**src/rtl/hs_fifo_pkg.sv**
```systemverilog
// Shared helpers for the hs_fifo flop library: pointer-width derivation and
// the depth legality check evaluated at elaboration time.
package hs_fifo_pkg;

  // Smallest r with 2**r >= v (v >= 1).
  function automatic int clog2(input int v);
    int r;
    r = 0;
    for (int i = 0; i < 31; i++) begin
      if ((1 << r) < v) r = r + 1;
    end
    return r;
  endfunction

  // Depth must be a power of two and at least 2 so the wrap bit works.
  function automatic bit is_pow2(input int v);
    return (v >= 2) && ((v & (v - 1)) == 0);
  endfunction

endpackage

```
**src/rtl/hs_fifo_dff.sv**
```systemverilog
// Flop primitives: dffl (load-enable, no reset) for data storage and
// dfflr (load-enable, async active-low reset to zero) for control state.
module dffl #(
  parameter int DW = 1
) (
  input  logic          clk,
  input  logic          lden,
  input  logic [DW-1:0] dnxt,
  output logic [DW-1:0] qout
);

  // Capture dnxt only when enabled; contents are deliberately not reset.
  always_ff @(posedge clk) begin
    if (lden) qout <= dnxt;
  end

endmodule

module dfflr #(
  parameter int DW = 1
) (
  input  logic          clk,
  input  logic          rst_n,
  input  logic          lden,
  input  logic [DW-1:0] dnxt,
  output logic [DW-1:0] qout
);

  // Async clear to zero, otherwise capture dnxt when enabled.
  always_ff @(posedge clk or negedge rst_n) begin
    if (!rst_n)    qout <= '0;
    else if (lden) qout <= dnxt;
  end

endmodule

```
**src/rtl/hs_fifo.sv**
```systemverilog
// hs_fifo: single-clock valid/ready FIFO. Outputs depend only on registered
// pointers and entries, so there is no combinational path from i_vld/o_rdy
// to any output.
// Handshake: a transfer happens on a rising edge where both vld and rdy are
// high on that side; vld never depends on rdy of the same side.
module hs_fifo
  import hs_fifo_pkg::*;
#(
  parameter  int DW = 32,
  parameter  int DP = 4,
  localparam int AW = clog2(DP)
) (
  input  logic          clk,
  input  logic          rst_n,
  input  logic          i_vld,
  output logic          i_rdy,
  input  logic [DW-1:0] i_dat,
  output logic          o_vld,
  input  logic          o_rdy,
  output logic [DW-1:0] o_dat,
  output logic [AW:0]   cnt
);

  if (!is_pow2(DP)) begin : g_bad_dp
    $error("hs_fifo: DP must be a power of two and >= 2");
  end

  logic [AW:0]   wptr, rptr, cnt_q;
  logic [AW:0]   wptr_nxt, rptr_nxt, cnt_nxt;
  logic          empty, full, push, pop;
  logic [DW-1:0] ent [DP];
  logic [DW-1:0] rd_dat;

  // Same index with differing wrap bits means every slot is occupied.
  assign empty = (wptr == rptr);
  assign full  = (wptr[AW-1:0] == rptr[AW-1:0]) && (wptr[AW] != rptr[AW]);

  assign i_rdy = ~full;
  assign o_vld = ~empty;
  assign push  = i_vld & i_rdy;
  assign pop   = o_vld & o_rdy;

  assign wptr_nxt = wptr + (AW+1)'(1);
  assign rptr_nxt = rptr + (AW+1)'(1);

  // Occupancy moves only when exactly one side transfers.
  always_comb begin
    cnt_nxt = cnt_q;
    case ({push, pop})
      2'b10:   cnt_nxt = cnt_q + (AW+1)'(1);
      2'b01:   cnt_nxt = cnt_q - (AW+1)'(1);
      default: cnt_nxt = cnt_q;
    endcase
  end

  dfflr #(.DW(AW+1)) u_wptr (
    .clk(clk), .rst_n(rst_n), .lden(push), .dnxt(wptr_nxt), .qout(wptr)
  );

  dfflr #(.DW(AW+1)) u_rptr (
    .clk(clk), .rst_n(rst_n), .lden(pop), .dnxt(rptr_nxt), .qout(rptr)
  );

  dfflr #(.DW(AW+1)) u_cnt (
    .clk(clk), .rst_n(rst_n), .lden(push ^ pop), .dnxt(cnt_nxt), .qout(cnt_q)
  );

  for (genvar g = 0; g < DP; g++) begin : g_ent
    dffl #(.DW(DW)) u_ent (
      .clk (clk),
      .lden(push && (wptr[AW-1:0] == AW'(g))),
      .dnxt(i_dat),
      .qout(ent[g])
    );
  end

  // Flat AND-OR read mux selecting the head entry.
  always_comb begin
    rd_dat = '0;
    for (int i = 0; i < DP; i++) begin
      rd_dat = rd_dat | ({DW{rptr[AW-1:0] == AW'(i)}} & ent[i]);
    end
  end

  assign o_dat = rd_dat;
  assign cnt   = cnt_q;

endmodule

```
**config.mk**
```make
export PLATFORM = sky130hd
export DESIGN_NAME = hs_fifo
export DESIGN_NICKNAME = d
export VERILOG_FILES = /design/src/rtl/hs_fifo_pkg.sv /design/src/rtl/hs_fifo_dff.sv /design/src/rtl/hs_fifo.sv
export SDC_FILE = /design/constraint.sdc
export NUM_CORES = 1
export LEC_CHECK = 0
export ABC_CLOCK_PERIOD_IN_PS = 2750
export CAP_MARGIN = 10
export CELL_PAD_IN_SITES_DETAIL_PLACEMENT = 1
export CELL_PAD_IN_SITES_GLOBAL_PLACEMENT = 2
export CORE_UTILIZATION = 39
export DETAILED_ROUTE_END_ITERATION = 6
export HOLD_SLACK_MARGIN = 0.06
export PLACE_DENSITY = 0.8
export SETUP_SLACK_MARGIN = 0.4
export SYNTH_ARGS = -nofsm -noshare
export SYNTH_HDL_FRONTEND = slang
export SYNTH_SLANG_ARGS = --single-unit
```
**constraint.sdc**
```tcl
create_clock -name clk -period 2.75 [get_ports clk]
set_clock_uncertainty 0.2 [all_clocks]
set_input_delay 0.4125 -clock clk [delete_from_list [all_inputs] [get_ports clk]]
set_output_delay 0.4125 -clock clk [all_outputs]
set_load 0.005 [all_outputs]
```
==> reports/qor.yml <==
sta:
  slew_headroom: 0.638
  setup-tns-final_ns: 0
  rsz0062_at_grt: "yes"
  fmaxAchievable_mhz: 418
  worstMarginPinSlew_ns: 0.543
  setup_viol: 0
  fin_crit_sh: 0.870
  hold_viol_final: 0
  layout_min_cycle_time_ns: 2.39
  maxSlewViolCount: 0
setup_path:
  r2r_start: "u_rptr.qout[1]"
  cp-end-kind: "flip-flop"
  path_class: "reg2reg"
  cp-startpoint: "u_rptr.qout[1]"
  path_buf_inv: 3
  crit_chain: "buf_12 > xnor2_4 > buf_12 > a31oi_4 > ha_4 > inv_2 > fa_2 > xor2_1 > nor2_1 > xor2_1"
  crit_required_ns: 2.90
  critPathMaxFanout: 4
  arrival_ns: 2.54
  critPathMaxStageDelay_ns: 0.48
  slowest_stage: "dfrtp_2"
  critPathLaunchType: "flip-flop"
  rrSetupSlack_ns: 0.36
  crit_family: "adder cells"
power_and_ir_drop:
  p_sw_frac: 0.328
  p_sw_w: 0.00285
  combPwrFrac: 0.403
  power_density_mw_per_mm2: 1180
  p_int_w: 0.00583
  peakVddDrop_mv: 0.577
  seq_power_share: 0.354
  clkPwrFrac: 0.243
  p_leak_nw: 2.58
layout:
  seq_area_mm2: 0.00407
  multi_input_area_mm2: 0.00143
  drive_gt1_frac: 0.388
  layout.cells.non_filler: 601
  nets: 461
  n_fill_cell: 1165
  syn2layout_area_growth_pct: 41.7
grt:
  grt_pass1_vias: 3307
  grt_max_degree: 33
  grt_pass1_wl_mm: 18.1
  grt_overflow: 0
  grt_use_total: 0.188
  antenna_found_initial: 0
yosys:
  yosysSeqAreaShare: 0.786
  synth-async-reset-ratio: 0.0657
  ys_types: 26
  synth_top_flop_cell: "edfxtp_1"
  yosys_register_bits: 137
  syn_nets: 348
  synth_cells: 302
  synth_edf_count: 128
  ys_warn_count: 0
  synth_area_per_cell_um2: 17.2
  synth_area_mm2: 0.00518
placement:
  numPortBuffers: 72
  dp_hpwl_mm: 6.70
  place_congestion: 0.769
  dp.cells: 544
clock_tree:
  clock-root-buffer: "clkbuf_16"
  cts_inserted_buffers: 17
  hold_buffers: 0
  cts.sink_count: 137
  worstSkewPairLatency_ns: 0.42
  htreeDepth: 4
  clockBufferDepth: 2
  cts.clk_slew.worst_paths_ns: 0.06
  tritoncts: "yes"
route:
  antenna_left: 0
  via_count: 3133
  drt-total-wl_mm: 12.9
  viasPerCell: 5.21
  drtIter0Drc: 194
  post_drt_wl_per_cell_um: 21.4
  drtPass1Iterations: 4
  drc: 0
floorplanning:
  io_pins: 73
  core_area_mm2: 0.0128
  die_area_mm2: 0.0137
  die_w_um: 117
  start_util: 0.406
  die_y_um: 117
  fp-row-count: 41
flow_run:
  maxCapViolCount: 0
worst_hold_path:
  hold_class: "in2async"
run_status:
  status: "complete, no violations"
-- cell type report --
cell class | instances | share of cell area
clock inverters | 10 | 0.0140
repair buffers | 107 | 0.141
clock buffers | 22 | 0.0605
multi-input cells | 143 | 0.194
flip-flops and latches | 137 | 0.555
diodes | 1 | 0.000341
inverters | 9 | 0.00563
well taps | 172 | 0.0293
-- power groups by stage --
stage	clock network [W]	logic (W)	registers [W]
after floorplan	0	0.00134	0.00299
after global placement	0	0.00272	0.00300
after global routing	0.00222	0.00378	0.00311
after CTS	0.00215	0.00328	0.00303
after detailed placement	0	0.00274	0.00304
final	0.00211	0.00350	0.00307
-- path summary, 6_finish.rpt --
kind                       depth (start not counted)             end
max in group asynchronous                          1  u_rptr.qout[1]
max                                               10   u_cnt.qout[2]
max reg2reg                                       10   u_cnt.qout[2]
min                                                1   u_cnt.qout[1]
min reg2reg                                        1   u_cnt.qout[2]
min in group clk                                   1   u_cnt.qout[2]
-- Yosys cell counts, types with 2 or more instances --
| library cell | count | area (um2) |
|---|---|---|
| o31ai_1 | 2 | 15.0 |
| a21oi_1 | 4 | 20.0 |
| and3_1 | 3 | 18.8 |
| a211oi_1 | 2 | 15.0 |
| xor2_1 | 4 | 35.0 |
| nand2_1 | 33 | 124 |
| nand2b_1 | 2 | 12.5 |
| xnor2_1 | 4 | 35.0 |
| nor2_1 | 2 | 7.51 |
| ha_1 | 9 | 113 |
| nand3_1 | 2 | 10.0 |
| xnor2_2 | 2 | 32.5 |
| edfxtp_1 | 128 | 3840 |
| inv_1 | 9 | 33.8 |
| dfrtp_1 | 9 | 225 |
| a31oi_2 | 2 | 25.0 |
| clkbuf_1 | 13 | 48.8 |
| a22oi_1 | 64 | 480 |
-- stage by stage --
stage               worst slack, ns  power [W]  instance area (um2)  hold slack, ns  utilization
finish                        0.357    0.00868                 7340           0.119        0.574
global route                  0.265    0.00912                 7340           0.157        0.574
CTS                           0.257    0.00846                 7230           0.122        0.566
detailed placement            0.185    0.00578                 6170           0.267        0.483
global placement              0.209    0.00572                 6170           0.274        0.483
floorplan                     0.404    0.00433                 5190         -0.0831            -
-- metal layers --
layer | part of all wire | GRT usage | up-vias
met4 | 0.014 | 0.0768 | 0
met3 | 0.051 | 0.0422 | 18
met1 | 0.41 | 0.223 | 1614
li1 | - | - | 1423
met2 | 0.52 | 0.332 | 78
met5 | 0 | 0 | -
-- timing repair --
action                     4_1_cts  5_1_grt
gates cloned                     2        3
pin swaps                       16       34
setup endpoints to repair      131       36
setup buffers                   13        6
gates resized for setup        137       90
-- state kept, by name (all words and copies together) (netlist names) --
name	cells
g_ent.u_ent.qout	128
u_cnt.qout	3
u_rptr.qout	3
u_wptr.qout	3
-- worst reg2reg max path: stages, from the launching register on --
cell     delay [ns]
dfrtp_2        0.48
buf_12         0.16
xnor2_4        0.16
buf_12         0.14
a31oi_4        0.22
ha_4           0.17
inv_2          0.04
fa_2           0.37
xor2_1         0.14
nor2_1         0.10
xor2_1         0.14
-- layout by cell type (no fill, tap or decap), types with 5 or more instances in the layout --
cell type        instances
edfxtp_1               128
ha_4                     5
clkdlybuf4s50_1         38
inv_1                    6
dfrtp_1                  7
buf_12                   9
a22oi_1                 13
nand2_1                 32
clkbuf_1                 5
clkbuf_2                15
a22oi_2                 51
clkbuf_16               20
buf_4                   16
buf_2                   19
-- cells by family (layout without fill, tap and decap cells) --
kind of cell / Yosys count / count (layout) / share of synthesized area
flip-flops: 137 / 137 / 0.786
AO/OA/AOI/OAI: 77 / 77 / 0.112
AND/OR/NAND/NOR: 44 / 44 / 0.0365
buffers and inverters: 22 / 148 / 0.0159
XOR/XNOR: 11 / 11 / 0.0229
adder cells (fa/ha/maj): 10 / 10 / 0.0256
multiplexers: 1 / 1 / 0.00193
other: 0 / 1 / 0
(Power assumes the default switching activity.)
